## src/rtl/multi_gate_pipe.sv

```systemverilog
// N-input gate with a constant bubble mask, runtime-selected reduction and a
// two-stage registered pipeline with valid/ready flow control on both sides.
module multi_gate_pipe #(
  parameter int                    NUM_INPUTS   = 4,
  parameter logic [NUM_INPUTS-1:0] BUBBLES_MASK = {NUM_INPUTS{1'b0}},
  parameter bit                    MAJ_TIE_HIGH = 1'b0
) (
  input  logic                  clock,
  input  logic                  reset,
  input  logic [NUM_INPUTS-1:0] in_data,
  input  logic [2:0]            in_func,
  input  logic                  in_valid,
  output logic                  in_ready,
  output logic                  out_result,
  output logic [2:0]            out_func,
  output logic                  out_valid,
  input  logic                  out_ready
);

  localparam int            CW     = $clog2(NUM_INPUTS + 1);
  localparam logic [CW-1:0] HALF   = CW'(NUM_INPUTS / 2);
  localparam bit            EVEN_N = ((NUM_INPUTS % 2) == 0);

  function automatic logic [CW-1:0] popcount(input logic [NUM_INPUTS-1:0] v);
    logic [CW-1:0] cnt;
    cnt = {CW{1'b0}};
    for (int i = 0; i < NUM_INPUTS; i++) begin
      cnt = cnt + CW'(v[i]);
    end
    return cnt;
  endfunction

  // Majority ties exist only for even N; MAJ_TIE_HIGH decides them.
  function automatic logic reduce(input logic [NUM_INPUTS-1:0] m, input logic [2:0] f);
    logic [CW-1:0] pc;
    logic          res;
    pc = popcount(m);
    case (f)
      3'd0:    res = |m;
      3'd1:    res = &m;
      3'd2:    res = ^m;
      3'd3:    res = ~|m;
      3'd4:    res = ~&m;
      3'd5:    res = ~^m;
      3'd6:    res = (pc > HALF) || (EVEN_N && (pc == HALF) && MAJ_TIE_HIGH);
      3'd7:    res = (pc == CW'(1));
      default: res = 1'b0;
    endcase
    return res;
  endfunction

  logic [NUM_INPUTS-1:0] r_s1_data;
  logic [2:0]            r_s1_func;
  logic                  r_s1_valid;
  logic                  r_out_result;
  logic [2:0]            r_out_func;
  logic                  r_out_valid;

  logic w_s2_en;
  logic w_s1_en;

  assign w_s2_en  = ~r_out_valid | out_ready;
  assign w_s1_en  = ~r_s1_valid | w_s2_en;
  assign in_ready = w_s1_en;

  assign out_result = r_out_result;
  assign out_func   = r_out_func;
  assign out_valid  = r_out_valid;

  // Stage 1 captures the masked operand; stage 2 reduces it into the output registers.
  always_ff @(posedge clock) begin
    if (reset) begin
      r_s1_data    <= {NUM_INPUTS{1'b0}};
      r_s1_func    <= 3'd0;
      r_s1_valid   <= 1'b0;
      r_out_result <= 1'b0;
      r_out_func   <= 3'd0;
      r_out_valid  <= 1'b0;
    end else begin
      if (w_s1_en) begin
        if (in_valid) begin
          r_s1_data  <= in_data ^ BUBBLES_MASK;
          r_s1_func  <= in_func;
          r_s1_valid <= 1'b1;
        end else begin
          r_s1_valid <= 1'b0;
        end
      end
      if (w_s2_en) begin
        r_out_valid <= r_s1_valid;
        if (r_s1_valid) begin
          r_out_result <= reduce(r_s1_data, r_s1_func);
          r_out_func   <= r_s1_func;
        end
      end
    end
  end

endmodule

```

## config.mk

```make
export PLATFORM = sky130hd
export DESIGN_NAME = multi_gate_pipe
export DESIGN_NICKNAME = d
export VERILOG_FILES = /design/src/rtl/multi_gate_pipe.sv
export SDC_FILE = /design/constraint.sdc
export NUM_CORES = 1
export LEC_CHECK = 0
export BUFFER_PORTS_ARGS = -buffer_cell sky130_fd_sc_hd__buf_4
export CAP_MARGIN = 0
export CORE_UTILIZATION = 51
export CTS_CLUSTER_SIZE = 16
export DETAILED_ROUTE_END_ITERATION = 10
export PLACE_DENSITY = 0.78
export SETUP_SLACK_MARGIN = 0.15
export SLEW_MARGIN = 20
export SYNTH_ARGS = -nofsm -noshare
export SYNTH_HDL_FRONTEND = slang
export SYNTH_SLANG_ARGS = --single-unit
```

## constraint.sdc

```tcl
create_clock -name clock -period 2.4 [get_ports clock]
set_input_delay 0.48 -clock clock [delete_from_list [all_inputs] [get_ports clock]]
set_output_delay 0.48 -clock clock [all_outputs]
set_load 0.01 [all_outputs]
```

After elaboration in Yosys (flattened, before gate mapping)
Cells that the tools add are included.

Bits in registers: 13. Input bits: 11.

$add $sub $neg: 3. Magnitude comparators: 1. Eq/ne operators: 8. Mux-type cells: 2. Bitwise logic cells: 4. Reductions and logical operators: 9.

Operator list (number): $eq A3 B3 Y1 const B (4); $pmux W1 S8 (1); $eq A3 B1 Y1 const B (2); $eq A3 B2 Y1 const B (2); $reduce_and A2 Y1 (2); $reduce_and A4 Y1 (1); $reduce_or A4 Y1 (1); $reduce_xnor A4 Y1 (1); $reduce_xor A4 Y1 (1); $add A2 B1 Y3 (1); $add A3 B1 Y3 (1); $gt A3 B2 Y1 const B (1); $logic_not A3 Y1 (1); $add A1 B1 Y2 (1); $logic_not A1 Y1 (2); $not A1 Y1 (2); $or A1 B1 Y1 (2); $mux W1 (1).

Logic depth before layout (Yosys ltp)
Depth in word-level cells: 5. Depth in mapped cells: 7. Gate-level depth less buffers: 7.

Worst setup path after synthesis
No wires, ideal clock.

Kind: register to register. From: register r_s1_data[0]. To: register r_out_result (netlist: out_result). Library setup time: 0.092 ns. Arrival time: 1.714 ns. Required time: 2.308 ns. Path slack: 0.594 ns. Cell stages (with the launch flop): 8. Path buffers: 0. Period minus slack after synthesis: 1.806 ns. Path through: dfxtp_1 fa_1 ha_1 ha_1 nand3b_1 o21ai_0 a311oi_1 o32ai_1.

Word-level cells in the longest chain between the ends: 5.

RTL lines: from (decl) (RTL line 52) `logic [NUM_INPUTS-1:0] r_s1_data;`; from (signal assigned) (RTL line 73) `r_s1_data <= {NUM_INPUTS{1'b0}};`; from (signal assigned) (RTL line 82) `r_s1_data <= in_data ^ BUBBLES_MASK;`; $add A1 B1 Y2 (RTL line 28) `cnt = cnt + CW'(v[i]);`; $add A2 B1 Y3 (RTL line 28); $add A3 B1 Y3 (RTL line 28); $gt A3 B2 Y1 or $eq A3 B1 Y1 (tied branches) (RTL line 45, 46); $pmux W1 S8 (*) (RTL line 38) `case (f)`; to (signal assigned) (RTL line 92) `r_out_result <= reduce(r_s1_data, r_s1_func);`; to (decl) (RTL line 55) `logic r_out_result;`.

Every way passes the cells marked *; elsewhere a longest branch is shown, timed or not. A chain may end at the register's enable or synchronous reset.

Worst setup path after layout
From: register r_s1_data[1]. To: register r_out_result (netlist: out_result).

Same word-level chain as after synthesis.

==> results.json <==
{
  "synth_common_cells": "a21oi_1 (14), dfxtp_1 (13), nand2_1 (12)",
  "h-tree-depth": 1,
  "grt_pass1_vias": 550,
  "power_density_nw_per_um2": 514.8,
  "synth.cell_area_sq_um": 735.7,
  "post_cts_buffers": 0,
  "num_rows": 13,
  "multi_input_area_sq_um": 429.2,
  "regArea_sq_um": 260.3,
  "gp_congestion": 0.7071,
  "track_usage_pct": 20.12,
  "root_buffer": "clkbuf_4",
  "synthTopCellsByArea": "dfxtp_1 (35%), ha_1 (12%), a21oi_1 (9.5%)",
  "period_minus_slack_ps": 1904,
  "p_int_mw": 0.3330,
  "clock_sinks": 13,
  "synthCells": 89,
  "initial_utilization_pct": 55.84,
  "synth_top_area_share_pct": 35.37,
  "crit_arrival_ps": 2100,
  "critPathMaxFanout": 4,
  "place_hpwl_mm": 1.094,
  "hold_buffers": 0,
  "setup_viol": 0,
  "cp.required_ps": 2590,
  "avgSynthCellArea_sq_um": 8.266,
  "grt_setup_unrepaired": "false",
  "setup_tns_ps": 0,
  "via_per_inst": 5.380,
  "setup.worst_path.class": "register to register",
  "seq_area_frac_synth_pct": 35.37,
  "grt_pass1_wl_mm": 2.166,
  "p_comb_share_pct": 17.7,
  "clock_latency_ps": 270,
  "numCtsBuffers": 3,
  "synth_edf_count": 0,
  "post_cts_resized": 0,
  "maxCapViolCount": 0,
  "wire_per_inst_microns": 11.63,
  "yosysTopAreaCell": "dfxtp_1",
  "drc": 0,
  "first_pass_iters": 3,
  "antenna_found_initial": 0,
  "power_mw": 0.4573,
  "slew_viol_final": 0,
  "drive_above_1_share_pct": 21.70,
  "outcome": "finished clean",
  "finalHoldViolCount": 0,
  "ys_types": 25,
  "cp-end-kind": "register",
  "p_seq_share_pct": 52.9,
  "yosysWarnings": 0,
  "hold_path.class": "primary input to register",
  "switching_share_pct": 27.18,
  "drt_iter0_markers": 10,
  "max-vdd-ir-drop_v": 0.0003179,
  "postRouteAntennaNets": 0,
  "nFillCells": 125,
  "relSlewSlack_pct": 81.25,
  "syn-num-nets": 108,
  "finClkSkew_ps": 13.79,
  "cts.clk_slew.worst_paths_ps": 90,
  "diodes": 0,
  "die_area_sq_um": 1598,
  "tritoncts": "done",
  "grt_max_degree": 15,
  "fmax_ghz": 0.5252,
  "clkPwrFrac_pct": 29.5,
  "start_kind": "register",
  "synthArstFlopShare_pct": 0,
  "fp.dieW_microns": 39.98,
  "ys_ff_latch": 13,
  "ys.flop_type": "dfxtp_1",
  "tightest_slew_ps": 280.9,
  "cts_buffer_depth": 2,
  "overflow": 0,
  "io_buffer_count": 16,
  "core_sq_um": 1318,
  "wirelength_mm": 1.407,
  "p_sw_mw": 0.1243,
  "vias": 651,
  "timing.final.crit_share_pct": 79.34,
  "syn2layout_area_growth_pct": 20.75,
  "yosys.cell_count.top_type": "a21oi_1",
  "p_leak_nw": 0.4006,
  "die_h_microns": 39.98,
  "final_nets": 126,
  "ios": 17
}
## layer usage
| layer | up-vias | GRT usage, % | share of wire (%) |
|---|---|---|---|
| li1 | 338 | - | - |
| met3 | 2 | 5.000 | 3.8 |
| met1 | 299 | 25.00 | 49 |
| met5 | - | 0 | 0 |
| met2 | 12 | 34.27 | 46 |
| met4 | 0 | 5.172 | 1.0 |
## final cells by class
cell class,count,area share (%)
Multi-Input combinational cell,64,48.31
Sequential cell,13,29.30
Inverter,9,3.803
Timing Repair Buffer,16,13.52
Clock buffer,4,2.958
Tap cell,15,2.113
## worst max-delay path: stages (launching register included)
cell and delay [ps]:
dfxtp_1 410, fa_1 440, ha_1 210, ha_1 190, nand3b_1 140, o21ai_0 80, a311oi_1 110, o32ai_1 260
## power groups by stage
stage	Clock (mW)	Combinational, mW	Sequential, mW
2_1_floorplan	0	0.0536	0.243
4_1_cts	0.136	0.0819	0.242
5_1_grt	0.144	0.0920	0.244
3_5_place_dp	0	0.0811	0.247
3_3_place_gp	0	0.0786	0.246
6_report	0.135	0.0808	0.242
## layout by cell type, fill, tap and decap left out, types with 2 or more instances in the layout
| cell type | synthesis | layout |
|---|---|---|
| buf_4 | 0 | 16 |
| a21oi_1 | 14 | 14 |
| inv_1 | 9 | 9 |
| nor4_1 | 2 | 2 |
| clkbuf_4 | 0 | 3 |
| nor3b_1 | 2 | 2 |
| nand3_1 | 11 | 11 |
| ha_1 | 7 | 7 |
| nand3b_1 | 2 | 2 |
| dfxtp_1 | 13 | 13 |
| nand2_1 | 12 | 12 |
## logic make-up after synthesis
family / after synthesis / share of synthesized area [%]
xor+xnor: 1 / 1.191
fa+ha+maj: 8 / 14.63
flops: 13 / 35.37
buf+inv: 12 / 6.292
simple gates: 38 / 29.93
compound gates: 17 / 12.59
## through the flow
step	cells	utilization, %	setup slack [ps]	cell area [sq um]	hold WS [ps]
floorplan	89	-	593.6	735.7	470.3
global placement	117	65.43	507.8	862.1	444.7
detailed placement	117	65.43	466.2	862.1	446.6
CTS	121	67.43	467.4	888.4	468.9
global route	121	67.43	303.1	888.4	484.4
finish	121	67.43	495.9	888.4	469.3
## path summary, 6_finish.rpt
| path | cells after the start | slack (ps) | from | endpoint |
|---|---|---|---|---|
| worst min register to register | 2 | 470 | out_func[0] | out_func[0] |
| worst min-delay path | 2 | 470 | reset | out_func[2] |
| worst max register to register | 7 | 500 | r_s1_data[1] | out_result |
| worst max-delay path | 7 | 500 | r_s1_data[1] | out_result |
## flip-flops by register name, summed over array words and instances (netlist names)
| signal | flops |
|---|---|
| r_s1_func | 3 |
| r_s1_valid | 1 |
| out_valid | 1 |
| out_func | 3 |
| r_s1_data | 4 |
| out_result | 1 |
No activity file was read; power rests on OpenSTA's default activity.
